===== src/rtl/spi_master_multi.sv =====
// SPI master: per-transfer CPOL/CPHA, one-hot active-low slave select, MSB-first words.
// Optional macro SPI_LOOPBACK_EN adds a loopback input that feeds MOSI back into the rx path.
module spi_master_multi #(
  parameter int WORD_LENGTH      = 8,
  parameter int CLK_PER_HALF_BIT = 4,
  parameter int NUM_SLAVES       = 2,
  localparam int SEL_W = (NUM_SLAVES > 1) ? $clog2(NUM_SLAVES) : 1
) (
  input  logic                   clk,
  input  logic                   rst,
  input  logic                   apb_ready,
  input  logic                   cpol,
  input  logic                   cpha,
  input  logic [SEL_W-1:0]       ss_sel,
  input  logic [WORD_LENGTH-1:0] WDATA,
`ifdef SPI_LOOPBACK_EN
  input  logic                   loopback,
`endif
  output logic [WORD_LENGTH-1:0] RDATA,
  output logic                   rx_data_valid,
  output logic                   SPI_status_RDY_BSYbar,
  output logic                   SCLK,
  output logic                   MOSI,
  input  logic                   MISO,
  output logic [NUM_SLAVES-1:0]  SSbar
);

  localparam int HW = $clog2(CLK_PER_HALF_BIT);
  localparam int EW = $clog2(2 * WORD_LENGTH);

  typedef enum logic [2:0] {IDLE, SETUP, XFER, HOLD, DONE} state_t;

  state_t                 state;
  logic [HW-1:0]          hcnt;
  logic [EW-1:0]          ecnt;
  logic [WORD_LENGTH-1:0] tx_sr, rx_sr;
  logic                   cpol_q, cpha_q;
  logic [NUM_SLAVES-1:0]  sel_mask;
  logic                   rx_bit, half_end, lead, last_edge;

  // Out-of-range selects leave every line deasserted.
  always_comb begin
    sel_mask = '1;
    for (int i = 0; i < NUM_SLAVES; i++)
      if (ss_sel == SEL_W'(i)) sel_mask[i] = 1'b0;
`ifdef SPI_LOOPBACK_EN
    if (loopback) sel_mask = '1;
`endif
  end

`ifdef SPI_LOOPBACK_EN
  logic lb_q;
  always_ff @(posedge clk) begin
    if (rst)                            lb_q <= 1'b0;
    else if (state == IDLE && apb_ready) lb_q <= loopback;
  end
  assign rx_bit = lb_q ? MOSI : MISO;
`else
  assign rx_bit = MISO;
`endif

  assign half_end  = (hcnt == HW'(CLK_PER_HALF_BIT - 1));
  assign lead      = ~ecnt[0];
  assign last_edge = (ecnt == EW'(2 * WORD_LENGTH - 1));

  always_ff @(posedge clk) begin
    if (rst) begin
      state                 <= IDLE;
      hcnt                  <= '0;
      ecnt                  <= '0;
      tx_sr                 <= '0;
      rx_sr                 <= '0;
      cpol_q                <= 1'b0;
      cpha_q                <= 1'b0;
      RDATA                 <= '0;
      rx_data_valid         <= 1'b0;
      SPI_status_RDY_BSYbar <= 1'b1;
      SCLK                  <= 1'b0;
      MOSI                  <= 1'b0;
      SSbar                 <= '1;
    end else begin
      rx_data_valid <= 1'b0;
      case (state)
        IDLE: begin
          SCLK                  <= cpol;
          MOSI                  <= 1'b0;
          SSbar                 <= '1;
          SPI_status_RDY_BSYbar <= 1'b1;
          if (apb_ready) begin
            tx_sr                 <= WDATA;
            rx_sr                 <= '0;
            cpol_q                <= cpol;
            cpha_q                <= cpha;
            MOSI                  <= WDATA[WORD_LENGTH-1];
            SSbar                 <= sel_mask;
            hcnt                  <= '0;
            ecnt                  <= '0;
            SPI_status_RDY_BSYbar <= 1'b0;
            state                 <= SETUP;
          end
        end
        SETUP: begin
          if (half_end) begin
            hcnt  <= '0;
            state <= XFER;
          end else hcnt <= hcnt + 1'b1;
        end
        XFER: begin
          if (half_end) begin
            hcnt <= '0;
            SCLK <= ~SCLK;
            ecnt <= ecnt + 1'b1;
            // Sample on leading edges for cpha=0, trailing for cpha=1; shift on the other edge,
            // skipping the first leading (cpha=1) or final trailing (cpha=0) edge.
            if (lead ^ cpha_q)
              rx_sr <= {rx_sr[WORD_LENGTH-2:0], rx_bit};
            else if (cpha_q ? (ecnt != '0) : !last_edge) begin
              tx_sr <= {tx_sr[WORD_LENGTH-2:0], 1'b0};
              MOSI  <= tx_sr[WORD_LENGTH-2];
            end
            if (last_edge) begin
              ecnt  <= '0;
              SCLK  <= cpol_q;
              state <= HOLD;
            end
          end else hcnt <= hcnt + 1'b1;
        end
        HOLD: begin
          if (half_end) begin
            hcnt          <= '0;
            SSbar         <= '1;
            RDATA         <= rx_sr;
            rx_data_valid <= 1'b1;
            state         <= DONE;
          end else hcnt <= hcnt + 1'b1;
        end
        DONE: begin
          SCLK                  <= cpol;
          MOSI                  <= 1'b0;
          SPI_status_RDY_BSYbar <= 1'b1;
          state                 <= IDLE;
        end
        default: state <= IDLE;
      endcase
    end
  end

endmodule


===== config.mk =====
export PLATFORM = sky130hd
export DESIGN_NAME = spi_master_multi
export DESIGN_NICKNAME = d
export VERILOG_FILES = /design/src/rtl/spi_master_multi.sv
export SDC_FILE = /design/constraint.sdc
export NUM_CORES = 1
export LEC_CHECK = 0
export CORE_ASPECT_RATIO = 1.25
export CORE_MARGIN = 2
export CORE_UTILIZATION = 28
export DETAILED_ROUTE_END_ITERATION = 10
export GPL_TIMING_DRIVEN = 1
export MAX_ROUTING_LAYER = met4
export PLACE_DENSITY = 0.52
export SETUP_SLACK_MARGIN = 0.5
export SYNTH_ARGS = -nofsm -noshare
export SYNTH_HDL_FRONTEND = slang
export SYNTH_SLANG_ARGS = --single-unit
export TNS_END_PERCENT = 30

===== constraint.sdc =====
create_clock -name clk -period 3.5 [get_ports clk]
set_input_delay 0.7 -clock clk [delete_from_list [all_inputs] [get_ports clk]]
set_output_delay 0.7 -clock clk [all_outputs]
set_load 0.01 [all_outputs]

==> metrics.log, run 1 <==
[metrics] result of the run: complete, no violations
[metrics] number of standard cells after synthesis: 204
[metrics] synthesized area: 1810 um2
[metrics] mean routed wirelength per cell: 11.6 um
[metrics] post-route DRC violation count: 0
[metrics] clock buffers created by TritonCTS: 5
[metrics] slew at the pin with the worst max-slew slack: 0.718 ns
[metrics] Final Power: 888 uW
[metrics] endpoint of the worst register-to-register path: tx_sr[2]$_SDFFE_PP0P_
[metrics] y dimension of the die: 93.9 um
[metrics] Final Non-Filler Cells: 314
[metrics] worst reg2reg startpoint: state[1]$_SDFFE_PP0P_
[metrics] post-CTS setup-driven buffer insertion count: 0
[metrics] Reg area: 801 um2
[metrics] count of flip-flops with a built-in enable after synthesis: 0
[metrics] worst rel slew slack: 0.521
[metrics] # H-tree levels: 2
[metrics] CP Launch Type: register
[metrics] total routing resource utilization after global routing: 0.116
[metrics] register area share after synthesis: 0.442
[metrics] Internal Pwr Total: 676 uW
[metrics] fill cell count: 649
[metrics] leakage power total: 0.000740 uW
[metrics] number of nets in the final layout: 246
[metrics] starting density of the core: 0.292
[metrics] number of failing setup endpoints in the final timing report: 0
[metrics] setup slack at placement: 1.07 ns
[metrics] Worst Hold Path Cells: 2
[metrics] HPWL after detailed placement: 2.51 mm
[metrics] final setup skew: 0.00289 ns
[metrics] Max Cap Violations: 0
[metrics] mean area per synthesized cell: 8.87 um2
[metrics] critical path endpoint category: register
[metrics] wire length of the first global-routing pass: 6.60 mm
[metrics] number of register bits inferred by synthesis: 40
[metrics] drt initial violations: 90
[metrics] Horiz. Die Dim: 75.9 um
[metrics] multi-input logic area: 935 um2
[metrics] diode count: 0
[metrics] total vias in the final route: 1464
[metrics] worst hold slack across all endpoints: 0.453 ns
[metrics] clock tree from TritonCTS: yes
[metrics] Max Fclk: 429 MHz
[metrics] Register-to-Register Setup Slack: 1.17 ns
[metrics] fraction of final layout cells with drive strength greater than 1: 0.0873
[metrics] minimum period implied by the final worst setup slack: 2.33 ns
[metrics] required arrival time at the worst endpoint: 3.64 ns
[metrics] clock power share: 0.354
[metrics] switching portion of total power: 0.239
[metrics] final cycle utilization of the critical path: 0.667
[metrics] maximum number of pins on one net before global-route repair: 37
[metrics] post-cts resize count: 0
[metrics] arrival time of the worst setup path: 2.47 ns
[metrics] maximum fanout along the worst path: 15
[metrics] synth warn: 0
[metrics] first drt pass iteration count: 4
[metrics] Setup Crit Path Kind: reg2reg
[metrics] count of pins on the block boundary: 29
[metrics] proportion of synthesized flip-flops having asynchronous set or reset: 0
[metrics] number of global-route vias before repair: 1463
[metrics] WL final: 3.65 mm
[metrics] RSZ-0062 raised after global routing: false
[metrics] cell accounting for the most synthesized area: sky130_fd_sc_hd__dfxtp_1
[metrics] weighted congestion reported at the end of routability-driven placement: 0.787
[metrics] number of antenna violations at the first check in global routing: 0
[metrics] Post-CTS Hold Fix Bufs: 0
[metrics] largest vdd supply drop: 0.183 mV
[metrics] worst hold endpoint: RDATA[6]$_SDFFE_PP0P_
[metrics] start point of the worst min-delay path: RDATA[6]$_SDFFE_PP0P_
[metrics] TritonCTS Sinks: 40
[metrics] clock-pin slew on the worst setup and hold paths: 0.08 ns
[metrics] row count: 32
[metrics] combinational cell fraction of total power: 0.103
[metrics] largest cells by area after synthesis: sky130_fd_sc_hd__dfxtp_1 (44%), sky130_fd_sc_hd__a21oi_1 (8.8%), sky130_fd_sc_hd__mux2i_1 (5.0%), sky130_fd_sc_hd__nand2_1 (4.8%), sky130_fd_sc_hd__a311oi_1 (3.9%)
[metrics] fraction of power consumed by sequential logic: 0.543
[metrics] floorplan core area: 6210 um2
[metrics] worst-case setup margin in the final layout: 1.17 ns
[metrics] Netlist cell types: 38
[metrics] post-detailed-route via-to-cell ratio: 4.66
[metrics] final count of pins violating max slew: 0
[metrics] Clock Path Buffers: 2
[metrics] Placed Cells incl. Taps: 306
[metrics] P&R area growth vs syn: 24.2%
[metrics] count of input and output buffers: 28
[metrics] power density over cell area: 395 nW/um2
[metrics] hold crit path type: reg2reg
[metrics] Setup TNS: 0 ns
[metrics] clock insertion delay at the later pin of the skew report: 0.29 ns
[metrics] buffer type at the clock tree root: sky130_fd_sc_hd__clkbuf_8
[metrics] Die ar.: 7130 um2
[metrics] remaining antenna violation count after routing: 0
[metrics] number of endpoints with negative hold slack in the final report: 0
[metrics] FF-to-FF path depth: 5
[metrics] Main synth FF type: sky130_fd_sc_hd__dfxtp_1
[metrics] Net Switching: 212 uW
[metrics] net count after synthesis: 222
[metrics] top cell type's share of synthesized area: 0.442
[metrics] total global routing overflow: 0
-- worst max-delay path: stages (launching register included) --
cell and delay (ns):
sky130_fd_sc_hd__dfxtp_1 0.68, sky130_fd_sc_hd__nor3b_2 0.63, sky130_fd_sc_hd__buf_4 0.30, sky130_fd_sc_hd__o221ai_2 0.28
sky130_fd_sc_hd__a21oi_1 0.23, sky130_fd_sc_hd__a311oi_1 0.07
-- sequential cells by signal, summed over array words and instances, names as in the netlist, 2 cells and up --
| register | count |
|---|---|
| RDATA | 8 |
| rx_sr | 8 |
| tx_sr | 7 |
| ecnt | 4 |
| state | 3 |
| SSbar | 2 |
| hcnt | 2 |
-- cell usage after synthesis (4+ instances only) --
library cell                n
sky130_fd_sc_hd__a21oi_1   32
sky130_fd_sc_hd__a311oi_1   8
sky130_fd_sc_hd__buf_2      4
sky130_fd_sc_hd__clkbuf_1   8
sky130_fd_sc_hd__dfxtp_1   40
sky130_fd_sc_hd__mux2i_1    9
sky130_fd_sc_hd__nand2_1   23
sky130_fd_sc_hd__nand2b_1  11
sky130_fd_sc_hd__nand3_1   12
sky130_fd_sc_hd__nor2_1    11
sky130_fd_sc_hd__o21ai_0    8
-- layout make-up --
class,count,area share
clock buffer,6,0.0367
clock inverter,2,0.00445
inverter,3,0.00501
multi-input combinational,147,0.416
sequential,40,0.356
tap,85,0.0473
timing repair buffer,31,0.135
-- metal layers --
layer	part of all wire	vias to the layer above	global-route usage
li1	-	772	-
met1	0.49	655	0.137
met2	0.47	30	0.195
met3	0.034	7	0.0269
met4	0.013	0	0.0409
met5	0	-	-
-- worst max path at each step --
stage                           from                     to  slack, ns
5_1_grt        state[1]$_SDFFE_PP0P_      MOSI$_SDFFE_PP0P_       0.93
2_1_floorplan   hcnt[0]$_SDFFE_PP0P_   ecnt[3]$_SDFFE_PP0P_       1.79
3_5_place_dp               apb_ready  rx_sr[0]$_SDFFE_PP0P_       1.07
3_3_place_gp               apb_ready  rx_sr[0]$_SDFFE_PP0P_       1.11
6_report       state[1]$_SDFFE_PP0P_  tx_sr[2]$_SDFFE_PP0P_       1.17
4_1_cts        state[1]$_SDFFE_PP0P_  tx_sr[3]$_SDFFE_PP0P_       1.13
-- cells in the final DEF (no fill, tap or decap), drive strengths merged, types with 3 or more instances in the layout --
cell type | synthesis | routed
nor2b | 3 | 3
nor3b | 4 | 4
nand2b | 12 | 12
nor2 | 11 | 11
nand3 | 12 | 12
dfxtp | 40 | 40
clkdlybuf4s50 | 0 | 28
mux2i | 9 | 9
buf | 6 | 3
clkbuf | 8 | 6
a311oi | 8 | 8
inv | 3 | 3
nand2 | 23 | 23
o21ai | 9 | 9
ha | 3 | 3
a21oi | 32 | 32
-- kinds of logic (layout without fill, tap and decap cells) --
logic type | after synthesis | in the layout | synth area share
flops | 40 | 40 | 0.442
mux | 9 | 9 | 0.0498
simple gates | 77 | 77 | 0.235
xor+xnor | 2 | 2 | 0.00968
compound gates | 56 | 56 | 0.198
fa+ha+maj | 3 | 3 | 0.0207
buf+inv | 17 | 42 | 0.0442
-- through the flow --
step / area [um2] / util
after CTS: 2250 / 0.362
final: 2250 / 0.362
after floorplan: 1810 / -
after detailed placement: 2160 / 0.347
after global placement: 2160 / 0.347
after global routing: 2250 / 0.362
-- power by group through the flow --
stage               sequential (uW)  clock (uW)  combinational, uW
floorplan                       490           0               59.7
global placement                493           0               92.4
detailed placement              493           0               92.3
CTS                             482         332               92.9
global route                    484         346                102
finish                          482         315               91.3
Power figures use the tool's default switching activity.
==> inputs of run 2 (changes only) <==
==> constraint.sdc (replaced) <==
create_clock -name clk -period 2.35 [get_ports clk]
set_input_delay 0.47 -clock clk [delete_from_list [all_inputs] [get_ports clk]]
set_output_delay 0.47 -clock clk [all_outputs]
set_load 0.01 [all_outputs]
==> run 2 against run 1 <==
Sequential share of layout area is 1.3 points lower. Setup slack worse by 0.54 ns. First-iteration DRC count is 20% lower. Maximum frequency is 36% higher. Via count is 5.4% higher. Register-to-register slack worse by 0.54 ns. Die area stayed put. Wire length is 10% higher. Combinational power is 56% higher. Critical path type unchanged. Core utilization is 1.5 points higher. Non-clock buffer count is 4 higher. Design area is 4.1% higher.
==> metrics.log, run 2 (same netlist as run 1, synthesis figures left out) <==
[metrics] final cycle utilization of the critical path: 0.733 (was 0.667)
[metrics] number of failing setup endpoints in the final timing report: 0 (unchanged)
[metrics] leakage power total: 0.000763 uW (was 0.000740 uW)
[metrics] row count: 32 (unchanged)
[metrics] wire length of the first global-routing pass: 6.63 mm (was 6.60 mm)
[metrics] power density over cell area: 611 nW/um2 (was 395 nW/um2)
[metrics] critical path endpoint category: register (unchanged)
[metrics] diode count: 0 (unchanged)
[metrics] worst-case setup margin in the final layout: 0.628 ns (was 1.17 ns)
[metrics] fraction of power consumed by sequential logic: 0.502 (was 0.543)
[metrics] setup slack at placement: 0.327 ns (was 1.07 ns)
[metrics] clock tree from TritonCTS: yes (unchanged)
[metrics] Net Switching: 341 uW (was 212 uW)
[metrics] drt initial violations: 72 (was 90)
[metrics] HPWL after detailed placement: 2.62 mm (was 2.51 mm)
[metrics] remaining antenna violation count after routing: 0 (unchanged)
[metrics] number of antenna violations at the first check in global routing: 0 (unchanged)
[metrics] Final Power: 1430 uW (was 888 uW)
[metrics] slew at the pin with the worst max-slew slack: 0.685 ns (was 0.718 ns)
[metrics] fill cell count: 662 (was 649)
[metrics] number of nets in the final layout: 251 (was 246)
[metrics] TritonCTS Sinks: 40 (unchanged)
[metrics] number of endpoints with negative hold slack in the final report: 0 (unchanged)
[metrics] category of cells accounting for the largest share of critical-path delay: flip-flops (unchanged)
[metrics] arrival time of the worst setup path: 1.96 ns (was 2.47 ns)
[metrics] count of input and output buffers: 28 (unchanged)
[metrics] RSZ-0062 raised after global routing: true (was false)
[metrics] final count of pins violating max slew: 0 (unchanged)
[metrics] Die ar.: 7130 um2 (unchanged)
[metrics] floorplan core area: 6210 um2 (unchanged)
[metrics] final std cell area, no fill: 2340 um2 (was 2250 um2)
[metrics] Horiz. Die Dim: 75.9 um (unchanged)
[metrics] post-route DRC violation count: 0 (unchanged)
[metrics] buffer type at the clock tree root: sky130_fd_sc_hd__clkbuf_8 (unchanged)
[metrics] first drt pass iteration count: 4 (unchanged)
[metrics] starting density of the core: 0.292 (unchanged)
[metrics] post-detailed-route via-to-cell ratio: 4.84 (was 4.66)
[metrics] Internal Pwr Total: 1090 uW (was 676 uW)
[metrics] clock buffers created by TritonCTS: 5 (unchanged)
[metrics] maximum fanout along the worst path: 15 (unchanged)
[metrics] maximum number of pins on one net before global-route repair: 37 (unchanged)
[metrics] switching portion of total power: 0.238 (was 0.239)
[metrics] mean routed wirelength per cell: 12.6 um (was 11.6 um)
[metrics] largest vdd supply drop: 0.234 mV (was 0.183 mV)
[metrics] number of global-route vias before repair: 1455 (was 1463)
[metrics] Clock Path Buffers: 2 (unchanged)
[metrics] total routing resource utilization after global routing: 0.119 (was 0.116)
[metrics] Final Non-Filler Cells: 319 (was 314)
[metrics] total vias in the final route: 1543 (was 1464)
[metrics] y dimension of the die: 93.9 um (unchanged)
[metrics] worst rel slew slack: 0.543 (was 0.521)
[metrics] Critical Path, Cell by Cell: nor3b_4, buf_4, nand3_1, a21bo_2, a21oi_1 (was nor3b_2, buf_4, o221ai_2, a21oi_1, a311oi_1)
[metrics] Placed Cells incl. Taps: 309 (was 306)
[metrics] Buf/Inv on CP: 1 (unchanged)
[metrics] most common library cell in the layout ignoring fill and taps: sky130_fd_sc_hd__dfxtp_1 (unchanged)
[metrics] Setup TNS: 0 ns (unchanged)
[metrics] clock power share: 0.398 (was 0.354)
[metrics] Setup Crit Path Kind: reg2reg (unchanged)
[metrics] most frequent cells in the layout: sky130_fd_sc_hd__dfxtp_1 (38), sky130_fd_sc_hd__a21oi_1 (32), sky130_fd_sc_hd__clkdlybuf4s50_1 (28), sky130_fd_sc_hd__nand2_1 (23), sky130_fd_sc_hd__nand3_1 (12) (was sky130_fd_sc_hd__dfxtp_1 (40), sky130_fd_sc_hd__a21oi_1 (32), sky130_fd_sc_hd__clkdlybuf4s50_1 (28), sky130_fd_sc_hd__nand2_1 (23), sky130_fd_sc_hd__nand3_1 (12))
[metrics] required arrival time at the worst endpoint: 2.59 ns (was 3.64 ns)
[metrics] master of the slowest instance on the critical path: sky130_fd_sc_hd__dfxtp_1 (unchanged)
[metrics] hold crit path type: reg2reg (unchanged)
[metrics] # H-tree levels: 2 (unchanged)
[metrics] final setup skew: 0.0118 ns (was 0.00289 ns)
[metrics] Largest stage delay, worst path: 0.52 ns (was 0.68 ns)
[metrics] Max Fclk: 581 MHz (was 429 MHz)
[metrics] count of pins on the block boundary: 29 (unchanged)
[metrics] clock-pin slew on the worst setup and hold paths: 0.08 ns (about the same)
[metrics] combinational cell fraction of total power: 0.099 (was 0.103)
[metrics] registers with the highest flip-flop counts: RDATA: 8 flops, rx_sr: 8 flops, tx_sr: 7 flops (unchanged)
[metrics] clock insertion delay at the later pin of the skew report: 0.30 ns (was 0.29 ns)
[metrics] minimum period implied by the final worst setup slack: 1.72 ns (was 2.33 ns)
[metrics] result of the run: complete, no violations (unchanged)
[metrics] fraction of final layout cells with drive strength greater than 1: 0.124 (was 0.0873)
[metrics] placement-stage cell area: 2180 um2 (was 2160 um2)
[metrics] weighted congestion reported at the end of routability-driven placement: 0.738 (was 0.787)
[metrics] total global routing overflow: 0 (unchanged)
[metrics] P&R area growth vs syn: 29.2% (was 24.2%)
[metrics] WL final: 4.02 mm (was 3.65 mm)
[metrics] CP Launch Type: register (unchanged)
[metrics] Max Cap Violations: 0 (unchanged)
[run 2: power groups by stage]
stage          Sequential (uW)  Clock [uW]  Combinational, uW
2_1_floorplan              730           0               89.0
3_3_place_gp               734           0                141
3_5_place_dp               734           0                142
4_1_cts                    718         590                142
5_1_grt                    722         608                156
6_report                   719         570                142
[run 2: worst paths after layout]
path,endpoint,start,depth (start not counted),slack (ns)
min reg2reg,RDATA[0]$_SDFFE_PP0P_,RDATA[0]$_SDFFE_PP0P_,2,0.45
max,ecnt[3]$_SDFFE_PP0P_,state[2]$_SDFFE_PP0P_,5,0.63
max reg2reg,ecnt[3]$_SDFFE_PP0P_,state[2]$_SDFFE_PP0P_,5,0.63
min,RDATA[0]$_SDFFE_PP0P_,RDATA[0]$_SDFFE_PP0P_,2,0.45
[run 2: metrics by stage]
stage	utilization	hold WS, ns
after global placement	0.351	0.442
after CTS	0.371	0.458
after global routing	0.377	0.473
after floorplan	-	0.432
final	0.377	0.454
after detailed placement	0.351	0.447
[run 2: final cells by class]
cell class                 instances  area, um2  area share
multi-input combinational        148        975       0.417
sequential                        40        803       0.343
timing repair buffer              35        333       0.142
tap                               85        106      0.0455
clock buffer                       5       68.8      0.0294
clock inverter                     3       42.5      0.0182
inverter                           3       11.3     0.00481
[run 2: timing repair]
action,CTS,global route
cloned,0,1
hold buffers,0,0
buffers inserted,0,1
setup endpoints to repair,8,16
pin swaps,0,1
gates resized for setup,1,5
[run 2: worst reg2reg max path, cell delays in order, from the launching register on]
cell and delay (ns):
sky130_fd_sc_hd__dfxtp_1 0.52, sky130_fd_sc_hd__nor3b_4 0.39, sky130_fd_sc_hd__buf_4 0.32, sky130_fd_sc_hd__nand3_1 0.11, sky130_fd_sc_hd__a21bo_2 0.22, sky130_fd_sc_hd__a21oi_1 0.10
[run 2: per-layer routing]
metal	wire length (um)	global-route usage
met5	0	-
met3	153	0.0327
met4	56	0.0409
met1	1900	0.140
met2	1920	0.196
